`src/rtl/mole_pkg.sv`:
```
// Shared FSM state type and LFSR constants for the whack-a-mole scheduler.
package mole_pkg;

    typedef enum logic [1:0] {
        IDLE,
        GAP,
        SHOW
    } state_t;

    localparam int                LFSR_W    = 16;
    localparam logic [LFSR_W-1:0] LFSR_MASK = 16'hB400;

endpackage

```
`src/rtl/lfsr_galois.sv`:
```
// Free-running right-shift Galois LFSR; the low bit selects whether the tap mask is applied.
module lfsr_galois
    import mole_pkg::*;
#(
    parameter int               WIDTH = LFSR_W,
    parameter logic [WIDTH-1:0] MASK  = WIDTH'(LFSR_MASK),
    parameter logic [WIDTH-1:0] SEED  = {{(WIDTH-1){1'b0}}, 1'b1}
) (
    input  logic             clk,
    input  logic             rst_n,
    output logic [WIDTH-1:0] state
);

    // NOTE: non-blocking assignment, so every flop updates from pre-edge values.
    always_ff @(posedge clk or negedge rst_n) begin
        if (!rst_n)
            state <= SEED;
        else
            state <= (state >> 1) ^ (state[0] ? MASK : '0);
    end

endmodule

```
`src/rtl/mole_scheduler.sv`:
```
// Whack-a-mole scheduler: random hole, random on-time and gap, hit/wrong-hit/miss scoring.
// Optional MOLE_NO_REPEAT_EN: never light the same hole twice in a row.
module mole_scheduler
    import mole_pkg::*;
#(
    parameter int          NUM_HOLES = 8,
    parameter int          TIME_W    = 16,
    parameter int          SHOW_BASE = 512,
    parameter int          GAP_BASE  = 256,
    parameter logic [15:0] LFSR_SEED = 16'hACE1
) (
    input  logic                 CLK100MHZ,
    input  logic                 CPU_RESETN,
    input  logic                 enable,
    input  logic                 tick,
    input  logic [1:0]           difficulty,
    input  logic [NUM_HOLES-1:0] hit,
    output logic [NUM_HOLES-1:0] mole,
    output logic                 mole_hit,
    output logic                 wrong_hit,
    output logic                 mole_miss
);

    localparam int IW = (NUM_HOLES > 1) ? $clog2(NUM_HOLES) : 1;

    state_t                state;
    logic [TIME_W-1:0]     count;
    logic [LFSR_W-1:0]     lfsr;
    logic [IW-1:0]         idx_raw;
    logic [IW-1:0]         idx_red;
    logic [IW-1:0]         idx_sel;
    logic [NUM_HOLES-1:0]  mole_nxt;
    logic [TIME_W-1:0]     rnd_t;
    logic [TIME_W-1:0]     show_len;
    logic [TIME_W-1:0]     gap_len;
    logic                  expire;
    logic                  hit_active;
    logic                  hit_other;
    logic                  unused_bits;
`ifdef MOLE_NO_REPEAT_EN
    logic [IW-1:0]         prev_idx;
`endif

    lfsr_galois #(
        .WIDTH (LFSR_W),
        .MASK  (LFSR_MASK),
        .SEED  (LFSR_SEED)
    ) u_lfsr (
        .clk   (CLK100MHZ),
        .rst_n (CPU_RESETN),
        .state (lfsr)
    );

    assign unused_bits = ^lfsr;

    // idx_raw < 2*NUM_HOLES, so one conditional subtraction folds it into range.
    assign idx_raw = lfsr[IW-1:0];
    assign idx_red = (int'(idx_raw) >= NUM_HOLES) ? IW'(int'(idx_raw) - NUM_HOLES) : idx_raw;

    // NOTE: default assignment first, so this always_comb cannot infer a latch.
    always_comb begin
        idx_sel = idx_red;
`ifdef MOLE_NO_REPEAT_EN
        if (idx_red == prev_idx)
            idx_sel = (int'(idx_red) == NUM_HOLES - 1) ? '0 : idx_red + IW'(1);
`endif
    end

    assign mole_nxt   = NUM_HOLES'(1) << idx_sel;
    assign rnd_t      = TIME_W'(lfsr[10:8]);
    assign show_len   = (TIME_W'(SHOW_BASE) >> difficulty) + rnd_t + TIME_W'(1);
    assign gap_len    = TIME_W'(GAP_BASE) + rnd_t + TIME_W'(1);
    assign expire     = tick && (count == TIME_W'(1));
    assign hit_active = |(hit & mole);
    assign hit_other  = |(hit & ~mole);

    always_ff @(posedge CLK100MHZ or negedge CPU_RESETN) begin
        if (!CPU_RESETN) begin
            state     <= IDLE;
            count     <= '0;
            mole      <= '0;
            mole_hit  <= 1'b0;
            wrong_hit <= 1'b0;
            mole_miss <= 1'b0;
`ifdef MOLE_NO_REPEAT_EN
            prev_idx  <= '0;
`endif
        end else begin
            // Pulses fall back low every cycle unless re-asserted below.
            mole_hit  <= 1'b0;
            wrong_hit <= 1'b0;
            mole_miss <= 1'b0;
            if (tick && count != '0)
                count <= count - TIME_W'(1);

            if (!enable) begin
                state <= IDLE;
                mole  <= '0;
            end else begin
                case (state)
                    IDLE: begin
                        state <= GAP;
                        count <= gap_len;
                    end
                    GAP: begin
                        if (|hit)
                            wrong_hit <= 1'b1;
                        if (expire) begin
                            state    <= SHOW;
                            count    <= show_len;
                            mole     <= mole_nxt;
`ifdef MOLE_NO_REPEAT_EN
                            prev_idx <= idx_sel;
`endif
                        end
                    end
                    SHOW: begin
                        // A hit on the active hole wins over stray bits and over expiry.
                        if (hit_active) begin
                            mole_hit <= 1'b1;
                            mole     <= '0;
                            state    <= GAP;
                            count    <= gap_len;
                        end else begin
                            if (hit_other)
                                wrong_hit <= 1'b1;
                            if (expire) begin
                                mole_miss <= 1'b1;
                                mole      <= '0;
                                state     <= GAP;
                                count     <= gap_len;
                            end
                        end
                    end
                    default: begin
                        state <= IDLE;
                        mole  <= '0;
                    end
                endcase
            end
        end
    end

endmodule
```
`config.mk`:
```
export PLATFORM = sky130hd
export DESIGN_NAME = mole_scheduler
export DESIGN_NICKNAME = d
export VERILOG_FILES = /design/src/rtl/mole_pkg.sv /design/src/rtl/lfsr_galois.sv /design/src/rtl/mole_scheduler.sv
export SDC_FILE = /design/constraint.sdc
export NUM_CORES = 1
export LEC_CHECK = 0
export BUFFER_PORTS_ARGS = -buffer_cell sky130_fd_sc_hd__buf_2
export CORE_MARGIN = 2
export CORE_UTILIZATION = 55
export DETAILED_ROUTE_END_ITERATION = 8
export PLACE_DENSITY = 0.82
export SYNTH_ARGS = -nofsm -noshare
export SYNTH_HDL_FRONTEND = slang
export SYNTH_HIERARCHICAL = 1
export SYNTH_SLANG_ARGS = --single-unit
```
`constraint.sdc`:
```
create_clock -name CLK100MHZ -period 3.1 [get_ports CLK100MHZ]
set_clock_uncertainty 0.1 [all_clocks]
set_input_delay 0.31 -clock CLK100MHZ [delete_from_list [all_inputs] [get_ports CLK100MHZ]]
set_output_delay 0.31 -clock CLK100MHZ [all_outputs]
set_load 0.01 [all_outputs]
```
Word-level counts from Yosys, hierarchy flattened --
Cells that the tools add are included.
Operators by class: add/subtract/negate cells 5, equality and inequality tests 6, shifts and indexed selects 2, multiplexer cells 29, bitwise logic cells 4, reduce and logical (&&, ||, !) cells 9
Operators by type and width (count):
- $mux 16 | 6
- $pmux 16 s3 | 1
- $mux 8 | 4
- $pmux 8 s3 | 1
- $reduce_or 8->1 | 3
- $add 16x1->16 const B | 1
- $add 16x3->16 | 1
- $and 8x8->8 | 2
- $eq 16x1->1 const B | 1
- $reduce_bool 16->1 | 1
- $shr 10x2->16 const A | 1
- $sub 16x1->16 const B | 1
- $xor 15x16->16 | 1
- $add 10x1->11 const B | 1
- $mux 1 | 11
- $add 9x3->10 const A | 1
- $mux 2 | 4
- $not 8->8 | 1
- $shl 1x3->8 const A | 1
- $pmux 2 s3 | 1
- $ne 4x4->1 const B | 1
- $ne 3x3->1 const B | 1
- $reduce_and 3->1 | 1
- $eq 2x1->1 const B | 1
- other kinds (6) | 7
Word-level totals: bits in registers 45, input port bits 14, output and inout port bits 11, word-level logic and storage cells 62

Logic depth before layout (Yosys ltp) --
depth after elaboration 7, mapped depth 8, mapped depth without buffers 7

By module --
Netlist, hierarchy kept.
Modules (own cells, without submodules):
- mole_scheduler | times used 1, cells an instance 193, area an instance 1740.4 sq um, sequential area each 725.7 sq um
- lfsr_galois | times used 1, cells an instance 19, area an instance 436.7 sq um, sequential area each 410.4 sq um

Worst setup path after synthesis --
OpenSTA, ideal clock, no wires.
path kind flip-flop to flip-flop, from reg count[2], to reg count[11], library setup time 0.120 ns, arrival 2.143 ns, data required time 2.880 ns, path slack 0.737 ns, cell stages (with the launch flop) 7, path buffers 0, period minus slack after synthesis 2.363 ns, cells stage by stage dfrtp_1 -> or4_4 -> or3_4 -> or4_4 -> nor3_2 -> xnor2_1 -> nor2_2
On the way: word-level cells in the longest chain between the ends 7, elaborated cells between the ends (all ways) 11, those cells by class add/sub: 1; eq/ne: 1; mux: 6; reduce/logical: 3
RTL lines:
- start: declaration | line mole_scheduler.sv:27 | logic [TIME_W-1:0] count;
- start signal: assignment | line mole_scheduler.sv:94 | count <= count - TIME_W'(1);
- start signal: assignment | line mole_scheduler.sv:103 | count <= gap_len;
- start signal: assignment | line mole_scheduler.sv:110 | count <= show_len;
- branches (longest 6 deep; another with $sub 16x1->16)
- $mux 16 * | line mole_scheduler.sv:96 | if (!enable) begin
Mark *: on every way between the ends. A chain may end at the register's enable or synchronous reset.

Worst setup path in the final report --
from reg count[2], to reg count[6]
The elaborated chain is that of the path after synthesis.

==> impl_metrics.ini <==
[clock_network]
post_cts_buffers = 0
cts.clk_slew.worst_paths_ps = 80
numCtsBuffers = 5
clock_path_buffers = 2
ctsResizeCount = 0
cts_hold_buf = 0
cts_tree = yes
clockRootBuffer = clkbuf_8
insertion_delay_ps = 300
clock_sinks = 45
h-tree-depth = 2

[worst_setup_path]
crit_family = simple AND/OR/NAND/NOR gates
crit_required_ps = 3160
slowest_stage = or4_4
crit_chain = or4_4 -> nor3_2 -> and4_1 -> a21oi_1 -> nor2_2 -> o22ai_1
crit_path_end_kind = flop
worstPathMaxFanout = 14
crit_buf_inv = 0
cp-start-kind = flop
critical_path.max_stage_delay_ps = 570
worstPathArrival_ps = 2810
path_class = reg -> reg

[global_route]
grt_max_degree = 46
track_usage_pct = 21.27
grt_pass1_wl_um = 7010
grt_pass1_vias = 1489
antenna_found_initial = 0
overflow = 0

[pwr]
cell_internal_pwr_mw = 1.084
peakVddDrop_mv = 0.3600
power_frac_clock_pct = 20.5
power.share.sequential_pct = 43.7
p_sw_mw = 0.6574
combPwrFrac_pct = 35.7
swShare_pct = 37.75
power_density_nw_per_um2 = 718.5
p_leak_nw = 1.165

[finish]
fillCellCount = 307
ff_latch_area_um2 = 1136
layout.nets = 260
synthToLayoutAreaGrowth_pct = 11.32
final_common_cell = dfrtp_1
drive_above_1_share_pct = 20.50
layout_common_cells = 37 x dfrtp_1, 24 x buf_2, 19 x nor2_1, 18 x inv_1, 17 x nand2_1
n_antenna_cell = 0
multi_input_area_um2 = 952.2

[routing]
drc = 0
finalWirelength_um = 4156
via_per_inst = 5.627
final_antenna_net_count = 0
wire_per_inst_um = 14.48
drtIter0Drc = 141
vias = 1615
drt_pass1_iterations = 4

[yosys]
synthAdderAreaFrac_pct = 4.598
synth_compound_area_share_pct = 13.45
synth_xor_area_share_pct = 6.437
synthSimpleGateAreaFrac_pct = 18.74
synthDistinctLibCells = 42
netlist_area_um2 = 2177
avgSynthCellArea_um2 = 10.27
synth_top_family_by_area = simple AND/OR/NAND/NOR gates
yosysSeqAreaShare_pct = 52.18
synth.area.mux_share_pct = 0.5172
ys_async_sr_fraction_pct = 100.0
syn-instance-count = 212
synth_seq_cells = 45
synth_nets = 234
synth_edf_count = 0
synth_flop_cell = dfrtp_1
yosysWarnings = 6

[timing]
fmax_mhz = 363.7
hold_violations = 0
layout_setup_ws_ps = 350.3
finalCriticalPeriod_ps = 2750
grt_setup_unrepaired = false
slew_violations = 0
fin_crit_sh_pct = 88.70
setup_violations = 0
relSlewSlack_pct = 37.97
tns_ps = 0
worst_pin_slew_ps = 930.5

[die]
core_um2 = 3744
rows = 22
dieArea_um2 = 4478
die_h_um = 66.92
start_util_pct = 58.16
io_pins = 25
die_width_um = 66.92

[place]
hpwl_um = 3028
gp_congestion = 0.8871
pre_cts_slack_ps = 379.8
port_buffers = 24

[run]
cap_violations = 0

[status]
status = complete, no violations

[min_path]
hp-class = in -> async
## logic make-up after synthesis
| group | Yosys count |
|---|---|
| flops | 45 |
| simple gates | 76 |
| xor+xnor | 16 |
| compound gates | 43 |
| buf+inv | 23 |
| mux | 1 |
| fa+ha+maj | 8 |
## metrics by stage
| stage | hold slack (ps) | power [mW] | utilization [%] | cell area, um^2 | std cells |
|---|---|---|---|---|---|
| 2_1_floorplan | -85.59 | 1.244 | - | 2177 | 212 |
| 3_3_place_gp | 235.3 | 1.366 | 62.40 | 2336 | 279 |
| 3_5_place_dp | 240.7 | 1.387 | 62.40 | 2336 | 279 |
| 4_1_cts | 79.42 | 1.748 | 64.74 | 2424 | 287 |
| 5_1_grt | 119.7 | 1.880 | 64.74 | 2424 | 287 |
| 6_report | 41.14 | 1.741 | 64.74 | 2424 | 287 |
## worst reg2reg max path: cells and delay by family, from the launching register on
| family | cells | cell delay [ps] |
|---|---|---|
| DFF | 1 | 450 |
| AOI/OAI and AO/OA | 2 | 340 |
| and+or+nand+nor | 4 | 1720 |
## final timing paths
| kind | cells past startpoint | slack, ps | end | from |
|---|---|---|---|---|
| setup / recovery | 6 | 350 | count[6] | count[2] |
| hold / removal | 1 | 40 | u_lfsr/state[3] | CPU_RESETN |
| setup reg to reg | 6 | 350 | count[6] | count[2] |
| hold reg to reg | 0 | 260 | u_lfsr/state[11] | u_lfsr/state[12] |
| max in group asynchronous | 1 | 2280 | count[6] | CPU_RESETN |
| min in group CLK100MHZ | 3 | 190 | count[9] | difficulty[0] |
## layer usage
layer | part of all wire [%] | vias to the layer above | global-route usage (%)
met5 | 0 | - | 0
met3 | 4.6 | 7 | 6.588
met4 | 1.1 | 0 | 6.633
li1 | - | 799 | -
met2 | 48 | 26 | 32.63
met1 | 46 | 783 | 28.76
## power groups by stage
stage	logic, mW	registers (mW)	clock network (mW)
floorplan	0.492	0.751	0
global placement	0.599	0.767	0
detailed placement	0.616	0.771	0
CTS	0.621	0.760	0.367
global route	0.704	0.774	0.402
finish	0.622	0.761	0.358
## synth_stat cells, types with 5 or more instances
cell     number  area [um^2]
dfrtp_1      37        925.9
nor2_1       19        71.32
inv_1        18        67.56
nand2_1      17        63.81
xor2_1       11        96.34
o22ai_1       9        56.30
dfstp_2       8        210.2
ha_1          8        100.1
o21ai_0       7        35.03
a21oi_1       6        30.03
nand4_1       6        37.54
nor4_1        5        31.28
xnor2_1       5        43.79
## registers in the layout, indices dropped and copies added (netlist names)
| signal | cells |
|---|---|
| mole | 8 |
| wrong_hit | 1 |
| mole_miss | 1 |
| u_lfsr/state | 16 |
| mole_hit | 1 |
| state | 2 |
| count | 16 |
## layout make-up
class                           count  area share [%]
Multi-Input combinational cell    144           39.29
Sequential cell                    45           46.88
Clock inverter                      2          0.6195
Clock buffer                        6           2.994
Timing Repair Buffer               24           4.956
Inverter                           18           2.788
Tap cell                           48           2.478
(Power assumes the default switching activity.)
